File: config.mk
export PLATFORM = sky130hd
export DESIGN_NAME = wimax_phy_bist_ctrl
export DESIGN_NICKNAME = d
export VERILOG_FILES = /design/src/rtl/wimax_phy_bist_ctrl.sv
export SDC_FILE = /design/constraint.sdc
export NUM_CORES = 1
export LEC_CHECK = 0
export ABC_CLOCK_PERIOD_IN_PS = 3500
export CAP_MARGIN = 40
export CORE_ASPECT_RATIO = 1.25
export CORE_MARGIN = 2
export CORE_UTILIZATION = 40
export DETAILED_ROUTE_END_ITERATION = 10
export DONT_BUFFER_PORTS = 1
export GPL_TIMING_DRIVEN = 0
export PLACE_DENSITY = 0.61
export SLEW_MARGIN = 20
export SYNTH_ARGS = -nofsm -noshare
export SYNTH_HDL_FRONTEND = slang
export SYNTH_SLANG_ARGS = --single-unit
File: constraint.sdc
create_clock -name clk_ref -period 3.5 [get_ports clk_ref]
set_input_delay 0.525 -clock clk_ref [delete_from_list [all_inputs] [get_ports clk_ref]]
set_output_delay 0.525 -clock clk_ref [all_outputs]
set_load 0.01 [all_outputs]
File: src/rtl/wimax_phy_bist_ctrl.sv
// wimax_phy_bist_ctrl
// Built-in self-test sequencer for the WiMAX PHY chain (PRBS -> FEC -> interleaver ->
// modulator). It loads the PRBS seed and enables the generator. It waits for the chain
// latency to pass, then watches the four stage pass flags for a fixed window. At the end
// it holds a sticky per-stage fail vector, an overall verdict and the index of the first
// failing monitor cycle.

module wimax_phy_bist_ctrl #(
  parameter int LOAD_CYCLES    = 2,
  parameter int WARMUP_CYCLES  = 256,
  parameter int MONITOR_CYCLES = 1024,
  parameter int CNT_W          = 16
) (
  input  logic             clk_ref,
  input  logic             reset_N,
  input  logic             start,
  input  logic             abort,
  input  logic             prbs_pass,
  input  logic             fec_pass,
  input  logic             interleaver_pass,
  input  logic             modulator_pass,
  output logic             load,
  output logic             en,
  output logic             busy,
  output logic             done,
  output logic             all_pass,
  output logic [3:0]       fail_vec,
  output logic [CNT_W-1:0] first_fail_idx
);

  typedef enum logic [2:0] {
    IDLE,
    LOAD,
    WARMUP,
    MONITOR,
    DONE
  } state_t;

  // Terminal counts: every phase counts 0 .. N-1 and leaves on N-1, so no phase ever wraps
  localparam logic [CNT_W-1:0] LOAD_LAST    = CNT_W'(LOAD_CYCLES - 1);
  localparam logic [CNT_W-1:0] WARMUP_LAST  = CNT_W'(WARMUP_CYCLES - 1);
  localparam logic [CNT_W-1:0] MONITOR_LAST = CNT_W'(MONITOR_CYCLES - 1);

  state_t           state;
  logic [CNT_W-1:0] cnt;
  logic [3:0]       stage_fail;
  logic [3:0]       fail_vec_next;

  // A low pass flag marks that stage as failing in this cycle; merge into the sticky vector
  always_comb begin
    stage_fail    = ~{modulator_pass, interleaver_pass, fec_pass, prbs_pass};
    fail_vec_next = fail_vec | stage_fail;
  end

  // Sequencer: a single FSM with one shared phase counter and registered outputs
  always_ff @(posedge clk_ref) begin
    if (!reset_N) begin
      state          <= IDLE;
      cnt            <= '0;
      load           <= 1'b0;
      en             <= 1'b0;
      busy           <= 1'b0;
      done           <= 1'b0;
      all_pass       <= 1'b0;
      fail_vec       <= 4'b0000;
      first_fail_idx <= '1;
    end else if (abort) begin
      state    <= IDLE;
      cnt      <= '0;
      load     <= 1'b0;
      en       <= 1'b0;
      busy     <= 1'b0;
      done     <= 1'b0;
      all_pass <= 1'b0;
    end else begin
      case (state)
        IDLE, DONE: begin
          if (start) begin
            state          <= LOAD;
            cnt            <= '0;
            load           <= 1'b1;
            en             <= 1'b0;
            busy           <= 1'b1;
            done           <= 1'b0;
            all_pass       <= 1'b0;
            fail_vec       <= 4'b0000;
            first_fail_idx <= '1;
          end
        end

        LOAD: begin
          if (cnt == LOAD_LAST) begin
            state <= WARMUP;
            cnt   <= '0;
            load  <= 1'b0;
            en    <= 1'b1;
          end else begin
            cnt <= cnt + 1'b1;
          end
        end

        WARMUP: begin
          if (cnt == WARMUP_LAST) begin
            state <= MONITOR;
            cnt   <= '0;
          end else begin
            cnt <= cnt + 1'b1;
          end
        end

        MONITOR: begin
          fail_vec <= fail_vec_next;
          if ((|stage_fail) && (fail_vec == 4'b0000)) begin
            first_fail_idx <= cnt;
          end
          if (cnt == MONITOR_LAST) begin
            state    <= DONE;
            cnt      <= '0;
            en       <= 1'b0;
            busy     <= 1'b0;
            done     <= 1'b1;
            all_pass <= (fail_vec_next == 4'b0000);
          end else begin
            cnt <= cnt + 1'b1;
          end
        end

        default: begin
          state <= IDLE;
          cnt   <= '0;
          load  <= 1'b0;
          en    <= 1'b0;
          busy  <= 1'b0;
          done  <= 1'b0;
        end
      endcase
    end
  end

endmodule
==> results of run 1 <==
## kinds of logic after synthesis
logic type	after synthesis	synth area share
mux	1	0.00453
buf+inv	28	0.0674
xor+xnor	11	0.0436
flops	44	0.399
simple gates	117	0.314
compound gates	55	0.160
fa+ha+maj	2	0.0113
## final cells by class
class / instances / area (um2)
clock inverters: 1 / 30.0
plain buffers: 19 / 115
flip-flops and latches: 44 / 881
fillers: 567 / 2950
well taps: 64 / 80.1
multi-input cells: 186 / 1180
clock buffers: 7 / 96.3
inverters: 9 / 33.8
## layer usage
metal | global-route usage | vias up | routed length [um]
met1 | 0.218 | 890 | 2360
met5 | 0 | - | 0
met4 | 0.0769 | 0 | 100
li1 | - | 939 | -
met2 | 0.297 | 31 | 2430
met3 | 0.0382 | 7 | 183
## flip-flops by register name, summed over array words and instances (netlist names)
register and cells:
all_pass 1, busy 1, cnt 16, done 1, en 1, fail_vec 4, first_fail_idx 16, load 1
state 3
## worst min path at each step
| stage | start | slack, ps | end | depth (start not counted) |
|---|---|---|---|---|
| floorplan | all_pass | 480 | all_pass | 2 |
| global placement | all_pass | 490 | all_pass | 2 |
| detailed placement | all_pass | 500 | all_pass | 2 |
| CTS | prbs_pass | 400 | fail_vec[0] | 3 |
| global route | prbs_pass | 430 | fail_vec[0] | 3 |
| finish | prbs_pass | 400 | fail_vec[0] | 3 |
## critical path, cell delays in order, from the launching register on
cell,delay (ps)
dfxtp_1,490
ha_1,290
nand4_1,200
nor2_1,160
a31oi_1,300
o31ai_4,460
buf_6,220
nor2_2,50
## cells in the final DEF, fill, tap and decap left out, types with 2 or more instances in the layout
cell type	n
nor2_2	10
clkbuf_8	7
a31oi_1	3
nor4b_1	2
ha_1	2
a211oi_1	3
buf_6	5
buf_2	3
xor2_1	6
nand4_1	9
nor4_4	2
nor3_1	5
nand2_1	13
clkbuf_2	2
a21oi_1	16
clkbuf_1	9
inv_1	9
nand3_1	5
nor2b_1	3
dfxtp_1	44
nand2b_1	7
o21ai_1	18
nor2_1	25
xnor2_1	5
and3_1	3
and4_1	4
nor4_1	21
o21ai_0	5
## where the power goes
part / total, mW / switching [mW] / internal, mW / leakage, nW
clock: 0.429 / 0.178 / 0.252 / 0.0645
sequential: 0.512 / 0.00650 / 0.505 / 0.356
combinational: 0.0716 / 0.0468 / 0.0247 / 0.386
## through the flow
step                hold slack, ps  std cells  utilization  power (mW)  area, um2
floorplan                      476        258            -       0.581       2210
global placement               492        322        0.426       0.595       2290
detailed placement             496        322        0.426       0.596       2290
CTS                            397        330        0.450        1.03       2410
global route                   426        330        0.450        1.06       2410
finish                         404        330        0.450        1.01       2410
==> impl_results.md, run 1 <==
* Ys async rst share at 0
* Yosys top cell area share at 0.399
* Synth area leader: dfxtp_1
* DRC Markers at 0
* I/O Pins at 33
* Synth warnings at 0
* FMAX at 439 MHz
* Final #Nets at 275
* Period utilization at 0.651
* Critical path class: flop to flop
* Vias in the first global route at 1820
* R2R setup slack at 1220 ps
* Worst R2R End: cnt[10]
* Final setup fails at 0
* 1st-iter DRT viols at 80
* Total CTS buffers at 5
* Die ar. at 6140 um2
* Post-synth EDFFs at 0
* Register area share after synthesis at 0.399
* Post-synth design cell area at 2210 um2
* Clk_skew at 4.72 ps
* TritonCTS clock tree: built
* Clk sinks at 44
* Worst Setup SP: cnt[0]
* MaxCap Viol Count at 0
* Initial Utilization at 0.411
* Final WL at 5070 um
* Worst Max-Slew Pin Slew at 823 ps
* Main synth FF type: dfxtp_1
* Tmin final at 2280 ps
* Largest net degree at the start of global routing at 14
* Worst EP arrival at 2480 ps
* Leakage at 0.806 nW
* Largest buffer count on any clock path at 2
* Routed wire per std cell at 15.4 um
* Worst vdd ir at 0.178 mV
* Hold buffers post-CTS at 0
* CP Capture Type: flop
* Clk slew on worst S/H paths at 80 ps
* Worst-Skew Late Latency at 300 ps
* CP Data Required Time at 3700 ps
* CTS root buf: clkbuf_8
* Core ar. at 5370 um2
* Via count at 1867
* Chip width at 70.5 um
* Detailed-placement wirelength estimate at 3670 um
* Grt ovf at 0
* Initial antenna violation count at 0
* First-pass GRT wire length at 8580 um
* Mapped Cells at 258
* N_diodes at 0
* Critical R2R Launch: cnt[0]
* Via-per-instance ratio at 5.66
* Antenna-violating nets left at 0
* RSZ-0062 raised after global routing: false
* Most common cell in the netlist: dfxtp_1
* Post_cts resized at 0
* Tightest Hold Check Type: input port to flop
* Synth unique cells at 46
* Max-slew violations at 0
* Routability congestion estimate at 0.868
* Place WS at 1260 ps
* TritonRoute pass-1 iters at 4
* Share of post-route cells with drive strength above 1 at 0.139
* Tot GR Track Use at 0.177
* Row count at 30
* Status: finished, final reports clean
* Register bit total from synthesis at 44
* Final TNS setup at 0 ps
* Synth-to-layout area growth at 9.35%
* Critical Path Source Type: flop
* Top post-synthesis cells by area: dfxtp_1 40%, nor4_1 5.9%, nor2_1 4.2%
* Die Span Y at 87.1 um
* FF-to-FF path depth at 7
* CP Max Fanout at 10
* PortBufs at 0
* Avg Inst Size Synth at 8.56 um2
* Setup ws final at 1220 ps
* H-tree levels at 2
* PwrDens at 419 nW/um2
* Rel. slew slack at 0.449
* Setup crit end: cnt[10]
* Synth cell count leaders: 44 x dfxtp_1, 25 x nor2_1, 21 x nor4_1, 18 x o21ai_1, 16 x a21oi_1
* Final Hold Fails at 0
* Syn_nets at 268
* Setup repair bufs after CTS at 0
Power figures use the tool's default switching activity.
==> inputs of run 2 (changes only) <==
--- a/config.mk
+++ b/config.mk
@@ -5,7 +5,7 @@
 export SDC_FILE = /design/constraint.sdc
 export NUM_CORES = 1
 export LEC_CHECK = 0
-export ABC_CLOCK_PERIOD_IN_PS = 3500
+export ABC_CLOCK_PERIOD_IN_PS = 2300
 export CAP_MARGIN = 40
 export CORE_ASPECT_RATIO = 1.25
 export CORE_MARGIN = 2
==> constraint.sdc (replaced) <==
create_clock -name clk_ref -period 2.3 [get_ports clk_ref]
set_input_delay 0.345 -clock clk_ref [delete_from_list [all_inputs] [get_ports clk_ref]]
set_output_delay 0.345 -clock clk_ref [all_outputs]
set_load 0.01 [all_outputs]
==> run 2 against run 1 <==
  * Critical path depth is the same
  * Non-clock buffer count grew 2
  * Combinational power grew 56%
  * Maximum frequency grew 3.5%
  * Total power grew 53%
  * Clock skew grew 0.63 ps
  * Clock power grew 53%
  * Flip-flop and latch count is the same
  * Worst hold slack lost 180 ps
  * Via count grew 0.91%
  * Global-route usage is the same
  * Final area grew 0.88%
  * Critical path type unchanged
  * Largest power group unchanged
==> impl_results.md, run 2 (synthesis results as in run 1) <==
* Status: finished, final reports clean
* Hold buffers post-CTS at 0 (unchanged)
* Routability congestion estimate at 0.868 (unchanged)
* Comb pwr share at 0.072 (about the same)
* TritonRoute pass-1 iters at 5 (+1)
* Core ar. at 5370 um2 (unchanged)
* Clock power share at 0.424 (about the same)
* Initial Utilization at 0.411 (unchanged)
* MaxCap Viol Count at 0 (unchanged)
* Max-slew violations at 0 (unchanged)
* Largest buffer count on any clock path at 2 (unchanged)
* CP Data Required Time at 2500 ps (-1200 ps)
* First-pass GRT wire length at 8580 um (unchanged)
* Via-per-instance ratio at 5.67 (+0.30%)
* Row count at 30 (unchanged)
* Clk slew on worst S/H paths at 80 ps (about the same)
* Setup ws final at 96.4 ps (-1120 ps)
* Worst Max-Slew Pin Slew at 692 ps (-131 ps)
* Worst EP arrival at 2410 ps (-70 ps)
* Synth-to-layout area growth at 10.3%
* Post-route cell area at 2440 um2 (+0.88%)
* Period utilization at 0.958 (+0.307)
* Final setup fails at 0 (unchanged)
* DRC Markers at 0 (unchanged)
* Worst hold slack at 223 ps (-181 ps)
* Internal at 1.19 mW (+52%)
* Most frequent cells in the layout: 44 x dfxtp_1, 25 x nor2_1, 21 x nor4_1
* Share of post-route cells with drive strength above 1 at 0.149 (+0.0102)
* Tmin final at 2200 ps (-76.5 ps)
* Critical Path Source Type: flop
* Die Span Y at 87.1 um (unchanged)
* Rel. slew slack at 0.536 (+0.0874)
* Largest net degree at the start of global routing at 14 (unchanged)
* N_diodes at 0 (unchanged)
* Initial antenna violation count at 0 (unchanged)
* I/O Pins at 33 (unchanged)
* Place WS at 56.2 ps (-1200 ps)
* Sw Ratio at 0.229 (+0.000783)
* Final TNS setup at 0 ps (unchanged)
* RSZ-0062 raised after global routing: true
* CP Capture Type: flop
* Flop pwr share at 0.504 (about the same)
* Critical path class: flop to flop
* Area of placed instances at 2290 um2 (unchanged)
* PortBufs at 0 (unchanged)
* Vias in the first global route at 1820 (unchanged)
* Net Switching at 0.354 mW (+53%)
* Tot GR Track Use at 0.177 (unchanged)
* TritonCTS clock tree: built
* Total CTS buffers at 5 (unchanged)
* Top Registers: cnt (16), first_fail_idx (16), fail_vec (4)
* Final WL at 5080 um (+0.32%)
* Grt ovf at 0 (unchanged)
* Overall power at 1.55 mW (+53%)
* Die ar. at 6140 um2 (unchanged)
* Clk sinks at 44 (unchanged)
* Worst vdd ir at 0.272 mV (+53%)
* FMAX at 454 MHz (+3.5%)
* CP Max Fanout at 10 (unchanged)
* Final Hold Fails at 0 (unchanged)
* 1st-iter DRT viols at 76 (-5.0%)
* Chip width at 70.5 um (unchanged)
* Via count at 1884 (+0.91%)
* Commonest non-fill, non-tap cell in the layout: dfxtp_1
* Antenna-violating nets left at 0 (unchanged)
* Final #Nets at 277 (+0.73%)
* Tightest Hold Check Type: input port to flop
* Worst-Skew Late Latency at 300 ps (about the same)
* CTS root buf: clkbuf_8
* Clk_skew at 5.35 ps (+0.633 ps)
* Detailed-placement wirelength estimate at 3670 um (unchanged)
* Leakage at 0.815 nW (+1.1%)
* Routed wire per std cell at 15.3 um (-0.29%)
* H-tree levels at 2 (unchanged)
* PwrDens at 634 nW/um2 (+51%)
[run 2: changes by cell type in the layout (fill, tap and decap cells not counted)]
cell | previous run | this run
a31oi_1 | 3 | 2
a31oi_2 | 0 | 1
buf_4 | 0 | 2
[run 2: worst paths after layout]
path	from	to	slack [ps]	depth (start not counted)
min	prbs_pass	fail_vec[0]	220	3
max reg2reg	cnt[0]	cnt[10]	100	7
min reg2reg	all_pass	all_pass	500	2
max	cnt[0]	cnt[10]	100	7
[run 2: area by class of cell]
type                            instances  area (um2)
Buffer                                 19         115
Clock buffer                            7        96.3
Clock inverter                          1        30.0
Fill cell                             567        2930
Inverter                                9        33.8
Multi-Input combinational cell        186        1180
Sequential cell                        44         881
Tap cell                               64        80.1
Timing Repair Buffer                    2        15.0
[run 2: metrics by stage]
| step | instances | util |
|---|---|---|
| after global routing | 332 | 0.454 |
| after CTS | 330 | 0.450 |
| after detailed placement | 322 | 0.426 |
| after floorplan | 258 | - |
| after global placement | 322 | 0.426 |
| final | 332 | 0.454 |
[run 2: worst max-delay path: stages, from the launching register on]
cell and delay (ps):
dfxtp_1 490, ha_1 290, and4_1 230, and4_1 260, o22ai_2 170, o31ai_4 380
buf_6 220, nor2_2 50
[run 2: what timing repair did]
action / 4_1_cts / 5_1_grt
buffers inserted: 0 / 2
endpoints found under the setup margin: 0 / 13
resized for setup: 0 / 1
[run 2: power by group through the flow]
stage                     Clock, mW  Combinational (mW)  Sequential [mW]
after floorplan                   0              0.0890            0.794
after global placement            0               0.108            0.797
after detailed placement          0               0.110            0.797
after CTS                     0.673               0.110            0.779
after global routing          0.705               0.123            0.780
final                         0.655               0.112            0.778
[run 2: per-layer routing]
metal  share of wire  global-route usage  routed length (um)  vias up
li1                -                   -                   -      950
met1            0.46               0.218                2350      897
met2            0.48               0.297                2440       30
met3           0.038              0.0382                 192        7
met4           0.020              0.0769                 100        0
met5               0                   0                   0        -
